--- src/rtl/axis_red_pitaya_adc_idelay_trainer_if.sv ---
// rtl/axis_red_pitaya_adc_idelay_trainer_if.sv - CE-mask and sample streams between IDELAY trainer and ADC receiver
//   m_axis_tdata/tvalid/tready : 28-bit CE-pulse mask, trainer -> receiver (one beat = one tap increment)
//   s_axis_tdata/tvalid        : 64-bit sample stream, receiver -> trainer (16 bits per channel)
//   master modport = trainer side, slave modport = receiver side
interface axis_red_pitaya_adc_idelay_trainer_if;
   logic [27:0] m_axis_tdata;
   logic        m_axis_tvalid;
   logic        m_axis_tready;
   logic [63:0] s_axis_tdata;
   logic        s_axis_tvalid;

   modport master (
      output m_axis_tdata, m_axis_tvalid,
      input  m_axis_tready,
      input  s_axis_tdata, s_axis_tvalid
   );

   modport slave (
      input  m_axis_tdata, m_axis_tvalid,
      output m_axis_tready,
      output s_axis_tdata, s_axis_tvalid
   );
endinterface

--- src/rtl/axis_red_pitaya_adc_idelay_trainer.sv ---
// rtl/axis_red_pitaya_adc_idelay_trainer.sv - sweeps 28 ADC lanes over 32 IDELAY taps and centres each in its widest passing window
//   aclk, aresetn : clock, asynchronous active-low reset
//   start         : one-cycle training request (ignored while busy)
//   busy, done    : training in progress / finished (done held until next start)
//   lane_ok       : per-lane flag, best window >= MIN_WINDOW taps
//   lane_tap      : per-lane final offset, lane L at [5L+4:5L]
//   bus           : CE-mask master and sample-stream slave toward the receiver
module axis_red_pitaya_adc_idelay_trainer #(
   parameter logic [13:0] PATTERN       = 14'h2AAA,
   parameter int          SETTLE_CYCLES = 16,
   parameter int          NUM_SAMPLES   = 64,
   parameter int          MIN_WINDOW    = 4
) (
   input  logic         aclk,
   input  logic         aresetn,
   input  logic         start,
   output logic         busy,
   output logic         done,
   output logic [27:0]  lane_ok,
   output logic [139:0] lane_tap,
   axis_red_pitaya_adc_idelay_trainer_if.master bus
);

   typedef enum logic [2:0] {IDLE, SETTLE, CHECK, EVAL, STEP, CALC, MOVE, DONE} state_t;

   localparam logic [7:0] SETTLE_LAST = 8'(SETTLE_CYCLES - 1);
   localparam logic [9:0] SAMPLE_LAST = 10'(NUM_SAMPLES - 1);

   state_t state, state_nxt;

   logic [4:0]       tap;
   logic [7:0]       settle_cnt;
   logic [9:0]       sample_cnt;
   logic [27:0]      fail;
   logic [27:0][5:0] cur_len, best_len;
   logic [27:0][4:0] cur_start, best_start, remaining;

   logic [3:0][13:0] mism;
   logic [27:0]      lane_bad;
   logic [27:0]      move_mask;
   logic [27:0]      calc_ok;
   logic [27:0][4:0] calc_rem;
   logic             accept;
   logic             unused_hi;

   // The receiver inverts raw bits 12:0 on the way in; bit 13 arrives true.
   always_comb begin
      mism     = '0;
      lane_bad = '0;
      for (int c = 0; c < 4; c++) begin
         mism[c] = {bus.s_axis_tdata[16*c+13], ~bus.s_axis_tdata[16*c +: 13]} ^ PATTERN;
         for (int k = 0; k < 7; k++) begin
            lane_bad[7*c+k] = |mism[c][2*k +: 2];
         end
      end
   end

   assign unused_hi = ^{bus.s_axis_tdata[63:62], bus.s_axis_tdata[47:46],
                        bus.s_axis_tdata[31:30], bus.s_axis_tdata[15:14]};

   always_comb begin
      move_mask = '0;
      calc_ok   = '0;
      calc_rem  = '0;
      for (int l = 0; l < 28; l++) begin
         move_mask[l] = |remaining[l];
         calc_ok[l]   = best_len[l] >= 6'(MIN_WINDOW);
         // Window centre, rounding toward the start; never exceeds tap 31.
         calc_rem[l]  = calc_ok[l] ? best_start[l] + 5'((best_len[l] - 6'd1) >> 1) : 5'd0;
      end
   end

   assign accept = bus.m_axis_tvalid && bus.m_axis_tready;
   assign busy   = (state != IDLE) && (state != DONE);
   assign done   = (state == DONE);

   always_ff @(posedge aclk or negedge aresetn) begin
      if (!aresetn) state <= IDLE;
      else          state <= state_nxt;
   end

   always_comb begin
      state_nxt          = state;
      bus.m_axis_tvalid  = 1'b0;
      bus.m_axis_tdata   = '0;
      case (state)
         IDLE, DONE: if (start) state_nxt = SETTLE;
         SETTLE:     if (settle_cnt == SETTLE_LAST) state_nxt = CHECK;
         CHECK:      if (bus.s_axis_tvalid && sample_cnt == SAMPLE_LAST) state_nxt = EVAL;
         EVAL:       state_nxt = STEP;
         STEP: begin
            bus.m_axis_tvalid = 1'b1;
            bus.m_axis_tdata  = '1;
            // The 32nd increment wraps every lane back to its starting tap.
            if (bus.m_axis_tready) state_nxt = (tap == 5'd31) ? CALC : SETTLE;
         end
         CALC:       state_nxt = MOVE;
         MOVE: begin
            bus.m_axis_tvalid = |move_mask;
            bus.m_axis_tdata  = move_mask;
            if (!(|move_mask)) state_nxt = DONE;
         end
         default:    state_nxt = IDLE;
      endcase
   end

   always_ff @(posedge aclk or negedge aresetn) begin
      if (!aresetn) begin
         tap        <= '0;
         settle_cnt <= '0;
         sample_cnt <= '0;
         fail       <= '0;
         cur_len    <= '0;
         best_len   <= '0;
         cur_start  <= '0;
         best_start <= '0;
         remaining  <= '0;
         lane_ok    <= '0;
         lane_tap   <= '0;
      end else begin
         case (state)
            IDLE, DONE: begin
               if (start) begin
                  tap        <= '0;
                  settle_cnt <= '0;
                  sample_cnt <= '0;
                  fail       <= '0;
                  cur_len    <= '0;
                  best_len   <= '0;
                  cur_start  <= '0;
                  best_start <= '0;
               end
            end
            SETTLE: begin
               settle_cnt <= (settle_cnt == SETTLE_LAST) ? 8'd0 : settle_cnt + 8'd1;
               sample_cnt <= '0;
            end
            CHECK: begin
               if (bus.s_axis_tvalid) begin
                  fail       <= fail | lane_bad;
                  sample_cnt <= (sample_cnt == SAMPLE_LAST) ? 10'd0 : sample_cnt + 10'd1;
               end
            end
            EVAL: begin
               for (int l = 0; l < 28; l++) begin
                  if (!fail[l]) begin
                     cur_len[l] <= cur_len[l] + 6'd1;
                     if (cur_len[l] == 6'd0) cur_start[l] <= tap;
                     // Strictly longer only, so the earliest of equal windows wins.
                     if (cur_len[l] + 6'd1 > best_len[l]) begin
                        best_len[l]   <= cur_len[l] + 6'd1;
                        best_start[l] <= (cur_len[l] == 6'd0) ? tap : cur_start[l];
                     end
                  end else begin
                     cur_len[l] <= '0;
                  end
               end
               fail <= '0;
            end
            STEP: begin
               if (accept) begin
                  tap        <= tap + 5'd1;
                  settle_cnt <= '0;
               end
            end
            CALC: begin
               remaining <= calc_rem;
               lane_ok   <= calc_ok;
               for (int l = 0; l < 28; l++) begin
                  lane_tap[5*l +: 5] <= calc_rem[l];
               end
            end
            MOVE: begin
               if (accept) begin
                  for (int l = 0; l < 28; l++) begin
                     remaining[l] <= remaining[l] - {4'd0, move_mask[l]};
                  end
               end
            end
            default: ;
         endcase
      end
   end

endmodule

--- src/flat_wrapper.sv ---
// flat-port wrapper written by rule: the top's interface ports become plain ports
module axis_red_pitaya_adc_idelay_trainer_flat 
#(
   parameter logic [13:0] PATTERN       = 14'h2AAA,
   parameter int          SETTLE_CYCLES = 16,
   parameter int          NUM_SAMPLES   = 64,
   parameter int          MIN_WINDOW    = 4
)
  (aclk, aresetn, start, busy, done, lane_ok, lane_tap, bus_m_axis_tdata, bus_m_axis_tvalid, bus_m_axis_tready, bus_s_axis_tdata, bus_s_axis_tvalid);
  axis_red_pitaya_adc_idelay_trainer_if bus_i ();
  input  logic aclk;
  input  logic aresetn;
  input  logic start;
  output logic busy;
  output logic done;
  output logic [27:0] lane_ok;
  output logic [139:0] lane_tap;
  output wire logic [$bits(bus_i.m_axis_tdata)-1:0] bus_m_axis_tdata;
  output wire logic [$bits(bus_i.m_axis_tvalid)-1:0] bus_m_axis_tvalid;
  input wire logic [$bits(bus_i.m_axis_tready)-1:0] bus_m_axis_tready;
  input wire logic [$bits(bus_i.s_axis_tdata)-1:0] bus_s_axis_tdata;
  input wire logic [$bits(bus_i.s_axis_tvalid)-1:0] bus_s_axis_tvalid;
  assign bus_m_axis_tdata = bus_i.m_axis_tdata;
  assign bus_m_axis_tvalid = bus_i.m_axis_tvalid;
  assign bus_i.m_axis_tready = bus_m_axis_tready;
  assign bus_i.s_axis_tdata = bus_s_axis_tdata;
  assign bus_i.s_axis_tvalid = bus_s_axis_tvalid;
  axis_red_pitaya_adc_idelay_trainer #(.PATTERN(PATTERN), .SETTLE_CYCLES(SETTLE_CYCLES), .NUM_SAMPLES(NUM_SAMPLES), .MIN_WINDOW(MIN_WINDOW)) u_core (.aclk(aclk), .aresetn(aresetn), .start(start), .busy(busy), .done(done), .lane_ok(lane_ok), .lane_tap(lane_tap), .bus(bus_i));
endmodule
--- config.mk ---
export PLATFORM = sky130hd
export DESIGN_NAME = axis_red_pitaya_adc_idelay_trainer_flat
export DESIGN_NICKNAME = d
export VERILOG_FILES = /design/src/rtl/axis_red_pitaya_adc_idelay_trainer_if.sv /design/src/rtl/axis_red_pitaya_adc_idelay_trainer.sv /design/src/flat_wrapper.sv
export SDC_FILE = /design/constraint.sdc
export NUM_CORES = 2
export LEC_CHECK = 0
export BUFFER_PORTS_ARGS = -buffer_cell sky130_fd_sc_hd__buf_2
export CORE_AREA = 4 4 415 253
export DETAILED_ROUTE_END_ITERATION = 8
export DIE_AREA = 0 0 419 257
export PLACE_DENSITY = 0.78
export RECOVER_POWER = 100
export SKIP_CTS_REPAIR_TIMING = 1
export SYNTH_ARGS = -nofsm -noshare
export SYNTH_HDL_FRONTEND = slang
export SYNTH_SLANG_ARGS = --single-unit
--- constraint.sdc ---
create_clock -name aclk -period 2.9 [get_ports aclk]
set_input_delay 0.145 -clock aclk [delete_from_list [all_inputs] [get_ports aclk]]
set_output_delay 0.145 -clock aclk [all_outputs]
set_load 0.005 [all_outputs]
==> metrics.txt <==
highest-count cells in the layout ignoring fill and taps 960 x sky130_fd_sc_hd__dfrtp_1, 762 x sky130_fd_sc_hd__nand2_1, 564 x sky130_fd_sc_hd__inv_1; largest clock skew in the final design 0.02820 ns; worst endpoint required time 2.76 ns; first drt pass iteration count 9; CTS root buf sky130_fd_sc_hd__clkbuf_16; post-detailed-placement half-perimeter wirelength 116400 um; startpoint of the worst register-to-register path u_core.state[2]; leakage power total 0.03178 uW; setup slack of the worst register-to-register path -0.18 ns; peak ir drop on the vdd network 0.0006455 V; hold violation total from the final report 0; Yosys reg bits 978; # fillers 7980; Routed Wire Length 167900 um; class of the most critical setup path reg2out; fraction of the mapped netlist area in simple logic gates 14.96%; cell taking the most area after synthesis sky130_fd_sc_hd__dfrtp_1; post-place instance area 61800 um^2; maximum number of pins on one net before global-route repair 119; Initial Util 56.54%; proportion of netlist area held by the largest area contributor 42.57%; TritonCTS clock tree yes; XOR/XNOR share of the synthesized area 4.311%; I/O pin total 268; first-pass GRT wire length 265000 um; number of synthesized flops with an enable pin 0; Cell variety after synth 56; number of port buffers 259; global route overflow 0; post-route ant nets 0; Worst Hold Launch bus_m_axis_tready; compound-gate portion of the synthesized area 14.80%; violated checks capacitance limit, slew limit, setup timing; signed area change from the synthesized netlist to the final layout 14.24%; final critical-path share of the clock period 107.0%; number of sinks driven by the clock tree 978; overall die width 419 um; dominant cells by area after synthesis sky130_fd_sc_hd__dfrtp_1 43%, sky130_fd_sc_hd__ha_1 9.8%, sky130_fd_sc_hd__nand2_1 5.0%; post-synthesis net count 6716; number of vias per cell 6.063; Top FF cell, synth sky130_fd_sc_hd__dfrtp_1; adder-cell share of the synthesized area 10.81%; clock buffers created by TritonCTS 95; antenna violations before repair 3; Critical Path Start Type register; detailed-route wire length per cell 21.06 um; mean instance size in the synthesized netlist 9.322 um^2; most common cell after layout, fill and taps aside sky130_fd_sc_hd__dfrtp_1; share of layout cells above drive strength 1 12.87%; area of the core 101700 um^2; CP endpoint kind output pin; crit path DAT 2.96 ns; detailed router's first-iteration violation count 4689; net count reported at finish 7102; maximum number of buffers from clock root to sink 3; Slew Limit Fails 62; total number of placement rows 91; class of the tightest hold or removal check in2reg; result of the run complete, but fails checks; chip height 257 um; clock period minus worst slack 3.104 ns; multiplexer share of the synthesized area 6.706%; worst setup slack after layout -0.2039 ns; Slew headroom -16.99%; Worst Hold End u_core.remaining[27]; Register-to-Register Path Depth 5; slew at the pin closest to its max-slew limit 1.755 ns; Finished Cell Area 65680 um^2; RSZ-0062 raised after global routing true; Setup-failing EPs final 237; die footprint 107700 um^2; hold-critical path depth 3; yosys synthesis warning count 0; maximum fanout along the worst path 4; Critical R2R Capture u_core.best_start[54]; Placer Congestion 0.9392; Post-Synthesis Cell Area 57490 um^2; async set-or-reset flop fraction in the synthesized netlist 100.0%; aggregate global-route resource usage 30.60%; via count of the first global-routing pass 47424; post-detailed-route DRC marker count 0; number of instances in the synthesized netlist 6167; post-CTS clock slew at the launch and capture registers of the worst setup and hold paths 0.06 ns; clock insertion delay at the later pin of the skew report 0.70 ns; largest family of logic cells by synthesized area simple AND/OR/NAND/NOR gates; max-cap check violation count 1; power per cell area 936.1 nW/um^2; setup slack after placement -0.06449 ns; timing-limited maximum frequency 0.3222 GHz; H-tree lvl count 3; number of vias in the routed layout 48331; sequential element share of the synthesized area 42.57%
worst max-delay path, cell delays in order, from the launching register on:
cell,delay [ns]
sky130_fd_sc_hd__dfrtp_1,0.42
sky130_fd_sc_hd__nor2_2,0.15
sky130_fd_sc_hd__nor4b_4,0.26
sky130_fd_sc_hd__buf_6,0.19
sky130_fd_sc_hd__nand4_1,0.28
sky130_fd_sc_hd__nor4_2,0.28
sky130_fd_sc_hd__buf_4,0.18
sky130_fd_sc_hd__and3_4,0.20
sky130_fd_sc_hd__buf_12,0.12
sky130_fd_sc_hd__o21ai_2,0.05
sky130_fd_sc_hd__buf_2,0.13
cells in the mapped netlist (122+ instances only):
cell type and n:
sky130_fd_sc_hd__a21oi_1 188, sky130_fd_sc_hd__nand3_1 136, sky130_fd_sc_hd__inv_1 564, sky130_fd_sc_hd__o21ai_0 554
sky130_fd_sc_hd__xnor2_1 161, sky130_fd_sc_hd__nor2_1 490, sky130_fd_sc_hd__xor2_1 122, sky130_fd_sc_hd__nand2_1 765
sky130_fd_sc_hd__dfrtp_1 978, sky130_fd_sc_hd__ha_1 452, sky130_fd_sc_hd__clkbuf_1 176, sky130_fd_sc_hd__mux2_2 145
sky130_fd_sc_hd__mux2i_1 222
per-stage QoR:
stage | total power (uW) | setup TNS (ns) | cells | util [%] | hold WS (ns)
6_report | 61480 | -14.15 | 7971 | 64.59 | 0.07791
5_1_grt | 65140 | -37.19 | 7971 | 64.59 | 0.06530
4_1_cts | 60510 | -4.788 | 7892 | 63.95 | -0.5687
3_5_place_dp | 47110 | -1.757 | 7726 | 60.78 | 0.1587
3_3_place_gp | 46000 | 0 | 7726 | 60.78 | 0.1699
2_1_floorplan | 36670 | 0 | 6167 | - | -0.1506
flip-flops by register name (all words and copies together) (netlist names):
| name | flops |
|---|---|
| u_core.best_len | 168 |
| u_core.best_start | 140 |
| u_core.cur_len | 168 |
| u_core.cur_start | 140 |
| u_core.fail | 28 |
| u_core.lane_ok | 28 |
| u_core.lane_tap | 140 |
| u_core.remaining | 140 |
| u_core.sample_cnt | 10 |
| u_core.settle_cnt | 8 |
| u_core.state | 3 |
| u_core.tap | 5 |
cells by family (layout without fill, tap and decap cells):
logic type	count (synthesis)	after routing
compound gates	1318	1318
xor+xnor	283	283
fa+ha+maj	480	480
buf+inv	863	1318
flops	978	978
mux	367	367
other cells	0	1
simple gates	1878	1878
metal layers:
metal | wire [um] | vias up | track usage [%]
li1 | - | 22035 | -
met4 | 7796 | 4 | 12.49
met3 | 14740 | 447 | 6.108
met2 | 73030 | 2224 | 45.77
met1 | 72270 | 23621 | 43.74
met5 | 20 | - | 0
worst max-delay path by stage:
stage | start | endpoint | slack [ns]
final | u_core.remaining[57] | bus_m_axis_tvalid | -0.20
after global routing | u_core.remaining[57] | bus_m_axis_tvalid | -0.24
after CTS | u_core.remaining[107] | bus_m_axis_tvalid | -0.70
after detailed placement | u_core.remaining[57] | u_core.remaining[119] | -0.06
after global placement | u_core.remaining[57] | u_core.remaining[23] | 0.06
after floorplan | u_core.cur_len[114] | u_core.best_start[97] | 0.21
power by group:
group	total (uW)	internal, uW	switching [uW]
clock	13100	7510	5600
combinational	29100	11700	17400
sequential	19300	16500	2830
total	61500	35700	25800
final cells by class:
cell class	instances	area, um^2	share of cell area (%)
inverter	564	2117	3.223
clock inverter	37	510.5	0.7773
antenna	1	2.502	0.003810
tap	1348	1687	2.568
clock buffer	129	2708	4.123
multi-input combinational	4326	30120	45.86
timing repair buffer	588	4035	6.144
sequential	978	24500	37.30
No activity file was read; power rests on OpenSTA's default activity.
